==> config.mk <==
export PLATFORM = sky130hd
export DESIGN_NAME = mem_arbiter
export DESIGN_NICKNAME = d
export VERILOG_FILES = /design/src/rtl/mem_arbiter.sv
export SDC_FILE = /design/constraint.sdc
export NUM_CORES = 1
export LEC_CHECK = 0
export ABC_CLOCK_PERIOD_IN_PS = 2200
export BUFFER_PORTS_ARGS = -buffer_cell sky130_fd_sc_hd__clkbuf_2
export CAP_MARGIN = 20
export CELL_PAD_IN_SITES_DETAIL_PLACEMENT = 0
export CELL_PAD_IN_SITES_GLOBAL_PLACEMENT = 1
export CORE_AREA = 2 2 173 175
export DETAILED_ROUTE_END_ITERATION = 10
export DIE_AREA = 0 0 175 177
export GPL_ROUTABILITY_DRIVEN = 0
export PLACE_DENSITY_LB_ADDON = 0.1
export SETUP_SLACK_MARGIN = 0.2
export SYNTH_ARGS = -nofsm -noshare
export SYNTH_HDL_FRONTEND = slang
export SYNTH_SLANG_ARGS = --single-unit
==> constraint.sdc <==
create_clock -name clock -period 2.2 [get_ports clock]
set_input_delay 0.22 -clock clock [delete_from_list [all_inputs] [get_ports clock]]
set_output_delay 0.22 -clock clock [all_outputs]
set_load 0.02 [all_outputs]
==> src/rtl/mem_arbiter.sv <==
// Shares one memory port between dcache and icache, tracks which client owns
// each outstanding load tag, and routes memory responses back to that owner.
module mem_arbiter #(
    parameter int NUM_TAGS     = 16,
    parameter int STARVE_LIMIT = 4
) (
    input  logic                        clock,
    input  logic                        reset,
    input  logic [$clog2(NUM_TAGS)-1:0] mem2proc_transaction_tag,
    input  logic [63:0]                 mem2proc_data,
    input  logic [$clog2(NUM_TAGS)-1:0] mem2proc_data_tag,
    output logic [1:0]                  proc2mem_command,
    output logic [31:0]                 proc2mem_addr,
    output logic [63:0]                 proc2mem_data,
    input  logic [1:0]                  proc2Dmem_command,
    input  logic [31:0]                 proc2Dmem_addr,
    input  logic [63:0]                 proc2Dmem_data,
    output logic [$clog2(NUM_TAGS)-1:0] Dmem2proc_transaction_tag,
    output logic [63:0]                 Dmem2proc_data,
    output logic [$clog2(NUM_TAGS)-1:0] Dmem2proc_data_tag,
    input  logic [1:0]                  proc2Imem_command,
    input  logic [31:0]                 proc2Imem_addr,
    output logic [$clog2(NUM_TAGS)-1:0] Imem2proc_transaction_tag,
    output logic [63:0]                 Imem2proc_data,
    output logic [$clog2(NUM_TAGS)-1:0] Imem2proc_data_tag,
    output logic                        dcache_request,
    output logic                        tag_error
);

    localparam int          TAG_W      = $clog2(NUM_TAGS);
    localparam logic [1:0]  MEM_NONE   = 2'd0;
    localparam logic [1:0]  MEM_LOAD   = 2'd1;
    localparam logic [2:0]  STARVE_MAX = 3'(STARVE_LIMIT);

    logic [NUM_TAGS-1:0] valid_r;
    logic [NUM_TAGS-1:0] owner_r;      // 1 = icache, 0 = dcache
    logic [2:0]          starve_cnt_r;
    logic                tag_error_r;

    logic d_req_s;
    logic i_req_s;
    logic i_win_s;
    logic d_win_s;
    logic load_accept_s;
    logic resp_hit_s;
    logic resp_miss_s;

    // Same-cycle arbitration, command mux and response routing on the pre-edge table
    always_comb begin
        d_req_s                   = 1'b0;
        i_req_s                   = 1'b0;
        i_win_s                   = 1'b0;
        d_win_s                   = 1'b0;
        load_accept_s             = 1'b0;
        resp_hit_s                = 1'b0;
        resp_miss_s               = 1'b0;
        proc2mem_command          = MEM_NONE;
        proc2mem_addr             = 32'd0;
        proc2mem_data             = 64'd0;
        Dmem2proc_transaction_tag = '0;
        Imem2proc_transaction_tag = '0;
        Dmem2proc_data            = 64'd0;
        Imem2proc_data            = 64'd0;
        Dmem2proc_data_tag        = '0;
        Imem2proc_data_tag        = '0;
        dcache_request            = 1'b0;
        if (reset) begin
            proc2mem_command = MEM_NONE;
        end else begin
            d_req_s        = (proc2Dmem_command != MEM_NONE);
            i_req_s        = (proc2Imem_command != MEM_NONE);
            i_win_s        = i_req_s && (!d_req_s || (starve_cnt_r == STARVE_MAX));
            d_win_s        = d_req_s && !i_win_s;
            dcache_request = d_req_s;
            if (i_win_s) begin
                proc2mem_command          = proc2Imem_command;
                proc2mem_addr             = proc2Imem_addr;
                Imem2proc_transaction_tag = mem2proc_transaction_tag;
            end else if (d_win_s) begin
                proc2mem_command          = proc2Dmem_command;
                proc2mem_addr             = proc2Dmem_addr;
                proc2mem_data             = proc2Dmem_data;
                Dmem2proc_transaction_tag = mem2proc_transaction_tag;
            end else begin
                proc2mem_command = MEM_NONE;
            end
            load_accept_s  = (i_win_s || d_win_s) && (proc2mem_command == MEM_LOAD)
                             && (mem2proc_transaction_tag != {TAG_W{1'b0}});
            // Data is broadcast; only the tag qualifies who consumes it
            Dmem2proc_data = mem2proc_data;
            Imem2proc_data = mem2proc_data;
            if (mem2proc_data_tag != {TAG_W{1'b0}}) begin
                if (valid_r[mem2proc_data_tag]) begin
                    resp_hit_s = 1'b1;
                    if (owner_r[mem2proc_data_tag]) begin
                        Imem2proc_data_tag = mem2proc_data_tag;
                    end else begin
                        Dmem2proc_data_tag = mem2proc_data_tag;
                    end
                end else begin
                    resp_miss_s = 1'b1;
                end
            end else begin
                resp_hit_s = 1'b0;
            end
        end
    end

    // Owner table, starvation counter and sticky tag error
    always_ff @(posedge clock) begin
        if (reset) begin
            valid_r      <= '0;
            owner_r      <= '0;
            starve_cnt_r <= 3'd0;
            tag_error_r  <= 1'b0;
        end else begin
            if (resp_hit_s) begin
                valid_r[mem2proc_data_tag] <= 1'b0;
            end
            // A grant of the same tag is written last so it overrides the clear
            if (load_accept_s) begin
                valid_r[mem2proc_transaction_tag] <= 1'b1;
                owner_r[mem2proc_transaction_tag] <= i_win_s;
            end
            if (resp_miss_s) begin
                tag_error_r <= 1'b1;
            end
            if (i_win_s && (mem2proc_transaction_tag != {TAG_W{1'b0}})) begin
                starve_cnt_r <= 3'd0;
            end else if (i_req_s && (starve_cnt_r != STARVE_MAX)) begin
                starve_cnt_r <= starve_cnt_r + 3'd1;
            end else begin
                starve_cnt_r <= starve_cnt_r;
            end
        end
    end

    assign tag_error = tag_error_r;

endmodule

==> impl_results.md, run 1 <==
* Post-Synth Adder-Cell Area at 0.662%
* XOR/XNOR Fraction of Synth Area at 0.463%
* Clk_lat worst skew at 0.28 ns
* Clock-pin slew on the worst setup and hold paths at 0.06 ns
* Fmax at 415 MHz
* Grt ovf at 0
* Remaining DRCs at 0
* Initial antenna violation count at 4
* PD cells at 376 nW/µm²
* H-tree Lvls at 2
* Global-route wire length before repair at 36.7 mm
* IO Port Bufs at 449
* Worst slew margin at 66.6%
* Die Ht at about 180 µm
* Clock Path Buffers at 2
* Compound-Gate Fraction of Synth Area at 15.6%
* Pin count of the biggest net entering global routing at 37
* Min Tclk post-route at 2.41 ns
* Max-cap violation count at 0
* Final Setup Violations at 97
* Mapped Area at around 3800 µm²
* Worst endpoint required time at 1.98 ns
* Die width at 175 µm
* WL/cell at 20.6 µm
* Area grow syn2layout at 117%
* Primary FF master, synth: dfxtp_1
* Leakage power at 4.04 nW
* Nature of the critical path endpoint: primary output
* FF+latch count, synth at 36
* Clock Skew at 0.00718 ns
* Mean Syn Cell Area at 7.59 µm²
* Hold Path Class: in -> reg
* Vias per std cell at 3.87
* Multiplexer share of the synthesized area at 8.77%
* Root buffer cell: clkbuf_16
* Syn. warnings at 0
* CP Class: reg -> out
* CTS buffer count at 5
* Max VDD drop at 0.298 mV
* Routed Wire Length at 27.0 mm
* HP Start: reset
* Period utilization at 110%
* RR Startpoint: starve_cnt_r[1]$_SDFFE_PP0P_
* Worst R2R Setup Slack at 0.14 ns
* Register area at 724 µm²
* Reg-to-Reg End: owner_r[5]$_SDFFE_PP0P_
* Status: finished, violations left
* Synth Area in Simple Gates at 37.4%
* Die ar. at 31,000 µm²
* Least-Margin Pin Slew at about 0.50 ns
* Synthesized instance count at 498
* Startpoint types: flip-flop
* Failing checks: negative setup slack
* Final max-slew violation count at 0
* Hold_buf cts at 0
* Footprint of the multi-input gates at 2670 µm²
* Dpl hpwl at 21.8 mm
* Depth of the worst register-to-register path at 11
* Commonest non-fill, non-tap cell in the layout: clkbuf_2
* Total power draw at 3.08 mW
* Worst setup margin at -0.212 ns
* Final ANT Viol Nets at 0
* Layout cell share with drive strength beyond 1 at 67.3%
* # nets final at 1,125
* Initial Utilization at between 10 and 15%
* Clk sink count at 36
* Number of synthesized flops with an enable pin at 0
* Seq/Total Area, Yosys at 19.1%
* Vias in the first global route at 5,039
* Min-Delay Endpoint: valid_r[7]$_SDFF_PP0_
* Filler instances at 3,200
* Placement Rows at 63
* I/O pins at 450
* DR iter-0 viols at approximately 190
* GRT Util Overall at 16.4%
* Unrepaired setup endpoints after global routing: true
* DR vias at a little over 5,000
* Core Box Area at 29,200 µm²
* TritonCTS clock tree: done
* Largest family of logic cells by synthesized area: simple AND/OR/NAND/NOR gates
* Crit path max fanout at 10
* Most frequent cells in the layout: clkbuf_2, nor2b_1, and2_4, buf_8
* Fin. Hold Viols at 0
* Dpl ws at -0.131 ns
* Fraction of registers with async set/reset at 0%
* DRT Pass-1 Iters at 4
* Synthesized Nets at 706
* Hold Path Stages at 2
* Netlist cell types at 45
* Critical path arrival at 2.19 ns
[synthesized netlist by cell type (all sizes together), types with 3 or more instances]
cell type | number | share of area, %
and2 | 80 | 13
buf | 79 | 16
nor2b | 74 | 12
dfxtp | 36 | 19
a22o | 32 | 7.4
a21oi | 29 | 3.8
nor2 | 24 | 2.4
mux2i | 23 | 6.1
clkbuf | 22 | 2.3
nand3 | 19 | 2.5
nand2 | 16 | 1.7
nand2b | 14 | 2.3
o21ai | 13 | 1.7
mux4 | 4 | 2.4
inv | 3 | 0.30
nand3b | 3 | 0.60
[cells by family after synthesis]
kind of cell | after synthesis
mux | 28
fa+ha+maj | 2
xor+xnor | 2
flops | 36
simple gates | 240
buf+inv | 104
compound gates | 86
[report_power, final]
group	leakage [nW]	switching, mW	internal (mW)
clock	0.0681	0.274	0.423
sequential	0.292	0.00477	0.662
combinational	3.68	0.872	0.843
[flip-flops by register name, summed over array words and instances (netlist names)]
register / count
tag_error: 1
starve_cnt_r: 3
valid_r: 16
owner_r: 16
[layer usage]
layer,vias to the layer above,share of wire (%),GRT usage [%]
met5,-,0.037,1.44
met4,2,1.0,2.29
met3,20,11,7.62
met2,247,43,24.5
met1,2350,45,21.9
li1,2457,-,-
[worst max-delay path: stages (launching register included)]
cell and delay [ns]:
dfxtp_2 0.33, inv_2 0.04, ha_4 0.15, and2_4 0.13, o22a_1 0.19, buf_6 0.13
nor3_4 0.15, buf_6 0.14, buf_6 0.09, buf_12 0.12, buf_16 0.14, and2_1 0.15
clkbuf_8 0.15
[worst max-delay path by stage]
stage	from	to	slack, ns	cells past startpoint
6_report	starve_cnt_r[1]$_SDFFE_PP0P_	proc2mem_data[3]	-0.21	12
5_1_grt	starve_cnt_r[0]$_SDFFE_PP0P_	proc2mem_data[3]	-0.28	12
4_1_cts	starve_cnt_r[0]$_SDFFE_PP0P_	proc2mem_addr[3]	-0.26	11
3_5_place_dp	starve_cnt_r[0]$_SDFFE_PP0P_	proc2mem_data[44]	-0.13	9
3_3_place_gp	starve_cnt_r[0]$_SDFFE_PP0P_	proc2mem_data[44]	-0.12	9
2_1_floorplan	starve_cnt_r[0]$_SDFFE_PP0P_	proc2mem_addr[0]	0.25	7
[metrics by stage]
step | utilization, % | std cells | instance area [µm²] | hold WS (ns) | TNS (ns)
CTS | 26.4 | 1298 | 7730 | 0.307 | -19.99
finish | 28.0 | 1312 | 8190 | 0.295 | -12.70
global route | 28.0 | 1311 | 8190 | 0.307 | -20.11
floorplan | - | 498 | 3780 | 0.405 | 0
detailed placement | 20.8 | 1261 | 6070 | 0.464 | -0.805
global placement | 20.8 | 1261 | 6070 | 0.461 | -0.236
[repair_timing]
action / 4_1_cts / 5_1_grt
endpoints found under the hold margin: 0 / 0
endpoints found under the setup margin: 110 / 128
setup buffers: 18 / 6
gates cloned: 11 / 4
pin swaps: 43 / 51
resized for setup: 268 / 156
[cell type report]
class	instances	share of cell area (%)
antenna	4	0.122
clock buffer	7	1.62
clock inverter	1	0.107
inverter	3	0.138
multi-input combinational	359	32.6
sequential	36	8.85
tap	390	5.96
timing repair buffer	512	50.6
Power figures use the tool's default switching activity.
==> inputs of run 2 (changes only) <==
- CORE_AREA: 2 2 173 175 -> 3 3 174 176
- CTS_BUF_LIST: default -> sky130_fd_sc_hd__clkbuf_8
- DIE_AREA: 0 0 175 177 -> 0 0 177 179
==> impl_results.md, run 2 (synthesis gave the netlist of run 1 again) <==
* Period utilization at 104%
* Hold Path Class: in -> reg
* Nature of the critical path endpoint: primary output
* Routed Wire Length at 26.5 mm
* Unrepaired setup endpoints after global routing: true
* Clock-pin slew on the worst setup and hold paths at 0.09 ns
* Vias per std cell at 3.89
* Least-Margin Pin Slew at 0.429 ns
* Die Ht at 179 µm
* GRT Util Overall at 15.4%
* Area grow syn2layout at 102%
* Pin count of the biggest net entering global routing at 58
* Placement Rows at 62
* Remaining DRCs at 0
* Cells after DPL at about 1,300
* Fmax at between 400 and 500 MHz
* Clk sink count at 36
* Final max-slew violation count at 0
* PD cells at 357 nW/µm²
* CTS buffer count at 5
* Dpl hpwl at 22.9 mm
* Core Util, Final at 26.5%
* DRT Pass-1 Iters at 4
* Clock Path Buffers at 2
* H-tree Lvls at 2
* Failing checks: negative setup slack
* Die width at ~180 µm
* Startpoint types: flip-flop
* Vias in the first global route at slightly below 5,000
* Initial antenna violation count at 3
* # nets final at around 1,100
* Die ar. at 31,700 µm²
* WL/cell at 20.7 µm
* Final ANT Viol Nets at 0
* Leakage power at between 3 and 4 nW
* Max VDD drop at between 0.15 and 0.2 mV
* Critical path arrival at between 2 and 2.5 ns
* Worst R2R Setup Slack at 0.38 ns
* Commonest non-fill, non-tap cell in the layout: clkbuf_2
* Worst setup margin at -0.0950 ns
* Final Setup Violations at 100
* Min Hold Slack at between 0.3 and 0.4 ns
* IO Port Bufs at 449
* Crit path max fanout at 14
* Most frequent cells in the layout: clkbuf_2, nor2b_1, and2_4, buf_8, clkbuf_8
* Layout cell share with drive strength beyond 1 at roughly two thirds
* Largest regs: owner_r x16, valid_r x16, starve_cnt_r x3
* Initial Utilization at 13.1%
* Total Neg Setup Slack at -3.59 ns
* DR iter-0 viols at 210
* Min Tclk post-route at 2.30 ns
* TritonCTS clock tree: done
* Max-cap violation count at 0
* Global-route wire length before repair at ~35 mm
* Clock Skew at 0.0153 ns
* CP Class: reg -> out
* Worst endpoint required time at 1.98 ns
* I/O pins at 450
* Root buffer cell: clkbuf_8
* Worst slew margin at 71.3%
* Core Box Area at 28,800 µm²
* Fin. Hold Viols at 0
* Grt ovf at 0
* DR vias at about 5,000
* Status: finished, violations left
* Clk_lat worst skew at 0.30 ns
* Fin cells at 1,284
run 2: changes by cell type in the layout (fill, tap and decap cells not counted), sizes merged:
cell	previous run	this run
nand2	17	16
inv	3	5
buf	143	106
clkinv	1	0
clkbuf	376	393
diode	4	2
run 2: what timing repair did:
action	in CTS	in global routing
pin swaps	28	23
hold buffers	0	0
setup buffers	9	3
resized for setup	218	139
cloned	2	5
setup endpoints to repair	112	117
run 2: final cells by class:
type / instances / area (µm²)
multi-input combinational: 358 / 2620
clock buffer: 6 / 82.6
fill: 3186 / 21200
clock inverter: 2 / 7.51
tap: 384 / 480
sequential: 36 / 731
timing repair buffer: 493 / 3690
inverter: 3 / 11.3
antenna: 2 / 5.00
run 2: through the flow:
step	power, mW	setup WS, ns	cell area, µm²
2_1_floorplan	1.40	0.248	3780
3_3_place_gp	1.94	0.0255	6120
3_5_place_dp	1.92	-0.00888	6120
4_1_cts	2.63	-0.125	7190
5_1_grt	2.87	-0.166	7620
6_report	2.72	-0.0950	7620
run 2: where the power goes:
group,internal [mW],total [mW],switching [mW]
logic,0.733,1.56,0.826
registers,0.661,0.666,0.00516
clock network,0.247,0.495,0.248
run 2: path summary, 6_finish.rpt:
kind                                startpoint                      end  cells after the start
setup / recovery  starve_cnt_r[0]$_SDFFE_PP0P_        proc2mem_addr[11]                      9
hold / removal            mem2proc_data_tag[3]   tag_error$_SDFFE_PP0P_                      3
setup reg to reg  starve_cnt_r[0]$_SDFFE_PP0P_  owner_r[2]$_SDFFE_PP0P_                      8
hold reg to reg          valid_r[0]$_SDFF_PP0_    valid_r[0]$_SDFF_PP0_                      1
run 2: per-layer routing:
layer | part of all wire (%) | global-route usage (%)
met1 | 43 | 20.6
met2 | 46 | 24.5
met3 | 10 | 5.06
met4 | 1.3 | 2.72
met5 | 0.13 | 0
run 2: critical path, stage by stage (launching register included):
cell	delay [ns]
dfxtp_2	0.34
inv_2	0.05
ha_4	0.15
and2_4	0.15
o22a_1	0.20
nor3_4	0.22
buf_12	0.20
buf_12	0.15
a22o_1	0.17
clkbuf_8	0.16
==> inputs of run 3 (changes only) <==
- TNS_END_PERCENT: default -> 30
==> impl_results.md, run 3 (synthesis gave the netlist of run 1 again) <==
* Nature of the critical path endpoint: primary output
* IO Port Bufs at 449
* Vias per std cell at between 3 and 4
* Commonest non-fill, non-tap cell in the layout: clkbuf_2
* Worst setup margin at -0.0852 ns
* Die width at 177 µm
* Worst slew margin at 71.3%
* Core Box Area at 28,800 µm²
* CP Class: reg -> out
* PD cells at 359 nW/µm²
* Placement Rows at 62
* Area grow syn2layout at 99.2%
* Delay-heaviest family, CP: buffers and inverters
* CP cell instances: inv_2 > ha_4 > and2_4 > o22a_1 > nor3_4 > buf_12 > buf_12 > a22o_1 > clkbuf_8
* Clk sink count at 36
* Global-route wire length before repair at 35.4 mm
* Failing checks: negative setup slack
* Max-cap violation count at 0
* WP buf/inv at 4
* Die ar. at 31,700 µm²
* Least-Margin Pin Slew at 0.429 ns
* Slowest CP cell: dfxtp_2
* Final ANT Viol Nets at 0
* Hold Path Class: in -> reg
* Final Setup Violations at 95
* DR vias at approximately 4,900
* Clk_lat worst skew at 0.30 ns
* Largest regs: owner_r x16, valid_r x16, starve_cnt_r x3
* Remaining DRCs at 0
* Routed Wire Length at 26.2 mm
* Total power draw at 2.70 mW
* TritonCTS clock tree: done
* # nets final at 1,099
* Initial Utilization at roughly an eighth
* WL/cell at 20.5 µm
* DRT Pass-1 Iters at 4
* Crit path max fanout at 14
* Max incr delay on CP at 0.34 ns
* Final max-slew violation count at 0
* Layout cell share with drive strength beyond 1 at 64.7%
* Root buffer cell: clkbuf_8
* Status: finished, violations left
* Startpoint types: flip-flop
* DR iter-0 viols at 244
* Min Tclk post-route at 2.29 ns
* Filler instances at 3,191
* Worst path most repeated cell: buf_12
* I/O pins at 450
* Period utilization at 104%
* Footprint of the multi-input gates at about 2600 µm²
* Register area at 729 µm²
* Fmax at roughly 440 MHz
* Initial antenna violation count at 3
* Most frequent cells in the layout: clkbuf_2, nor2b_1, clkbuf_8, and2_4, buf_8
* Vias in the first global route at 4,979
* Max VDD drop at 0.163 mV
* H-tree Lvls at 2
* Worst endpoint required time at ~2.0 ns
* Leakage power at 3.76 nW
* Critical path arrival at 2.07 ns
* Placed cell area at just over 6000 µm²
* Clock Skew at 0.0158 ns
* Dpl hpwl at 22.9 mm
* Post-route cell area at 7530 µm²
* Grt ovf at 0
* Clock-pin slew on the worst setup and hold paths at 0.09 ns
* Pin count of the biggest net entering global routing at 58
* Die Ht at around 180 µm
* Unrepaired setup endpoints after global routing: true
* Worst R2R Setup Slack at about 0.38 ns
* Hold_buf cts at 0
* Clock Path Buffers at 2
* GRT Util Overall at 15.4%
* CTS buffer count at 5
* Fin. Hold Viols at 0
-- run 3: cell types whose count changed in the layout (fill, tap and decap cells not counted), moves of 4 or more --
cell | before | now
clkbuf_16 | 6 | 2
buf_4 | 27 | 23
clkbuf_8 | 35 | 52
buf_6 | 20 | 6
and2_1 | 23 | 29
and2_4 | 57 | 51
-- run 3: what timing repair did --
item,in CTS,in global routing
pin swaps,30,34
setup endpoints to repair,112,117
setup buffers,8,1
cloned,2,2
resized for setup,229,99
hold endpoints to repair,0,0
-- run 3: area by class of cell --
cell class / instances / share of cell area (%)
clock buffer: 6 / 1.10
timing repair buffer: 487 / 48.1
antenna: 3 / 0.0997
inverter: 3 / 0.150
multi-input combinational: 358 / 34.4
clock inverter: 2 / 0.0997
sequential: 36 / 9.69
tap: 384 / 6.38
-- run 3: worst paths after layout --
kind | from | depth (start not counted) | end
worst max-delay path | starve_cnt_r[0]$_SDFFE_PP0P_ | 9 | proc2mem_addr[11]
worst max register to register | starve_cnt_r[0]$_SDFFE_PP0P_ | 8 | owner_r[2]$_SDFFE_PP0P_
worst min-delay path | mem2proc_data_tag[3] | 3 | tag_error$_SDFFE_PP0P_
worst min register to register | valid_r[1]$_SDFF_PP0_ | 2 | valid_r[1]$_SDFF_PP0_
-- run 3: worst register-to-register path: stages (launching register included) --
cell,delay (ns)
dfxtp_2,0.34
inv_2,0.05
ha_4,0.15
buf_4,0.13
a21oi_1,0.22
nand2_2,0.20
nand2_2,0.20
nand3_1,0.22
mux2i_1,0.18
-- run 3: metal layers --
layer / track usage (%) / part of all wire [%] / vias up
met5: 0 / 0.050 / -
met4: 2.88 / 1.2 / 2
met3: 5.27 / 10 / 18
met2: 24.6 / 46 / 260
met1: 20.4 / 43 / 2255
li1: - / - / 2398
-- run 3: per-stage QoR --
step           setup slack [ns]  hold slack (ns)   TNS, ns  util, %  std cells
4_1_cts                  -0.126            0.342     -9.58     25.2       1273
5_1_grt                  -0.165            0.403    -12.18     26.2       1278
3_5_place_dp           -0.00888            0.460  -0.00888     21.3       1255
2_1_floorplan             0.248            0.405         0        -        498
6_report                -0.0852            0.352     -3.60     26.2       1279
3_3_place_gp             0.0255            0.458         0     21.3       1255
-- run 3: power by group --
group | leakage, nW | switching, mW | internal (mW) | total, mW
Combinational | 3.42 | 0.819 | 0.720 | 1.54
Clock | 0.0538 | 0.249 | 0.247 | 0.495
Sequential | 0.294 | 0.00518 | 0.661 | 0.666
Total | 3.76 | 1.07 | 1.63 | 2.70
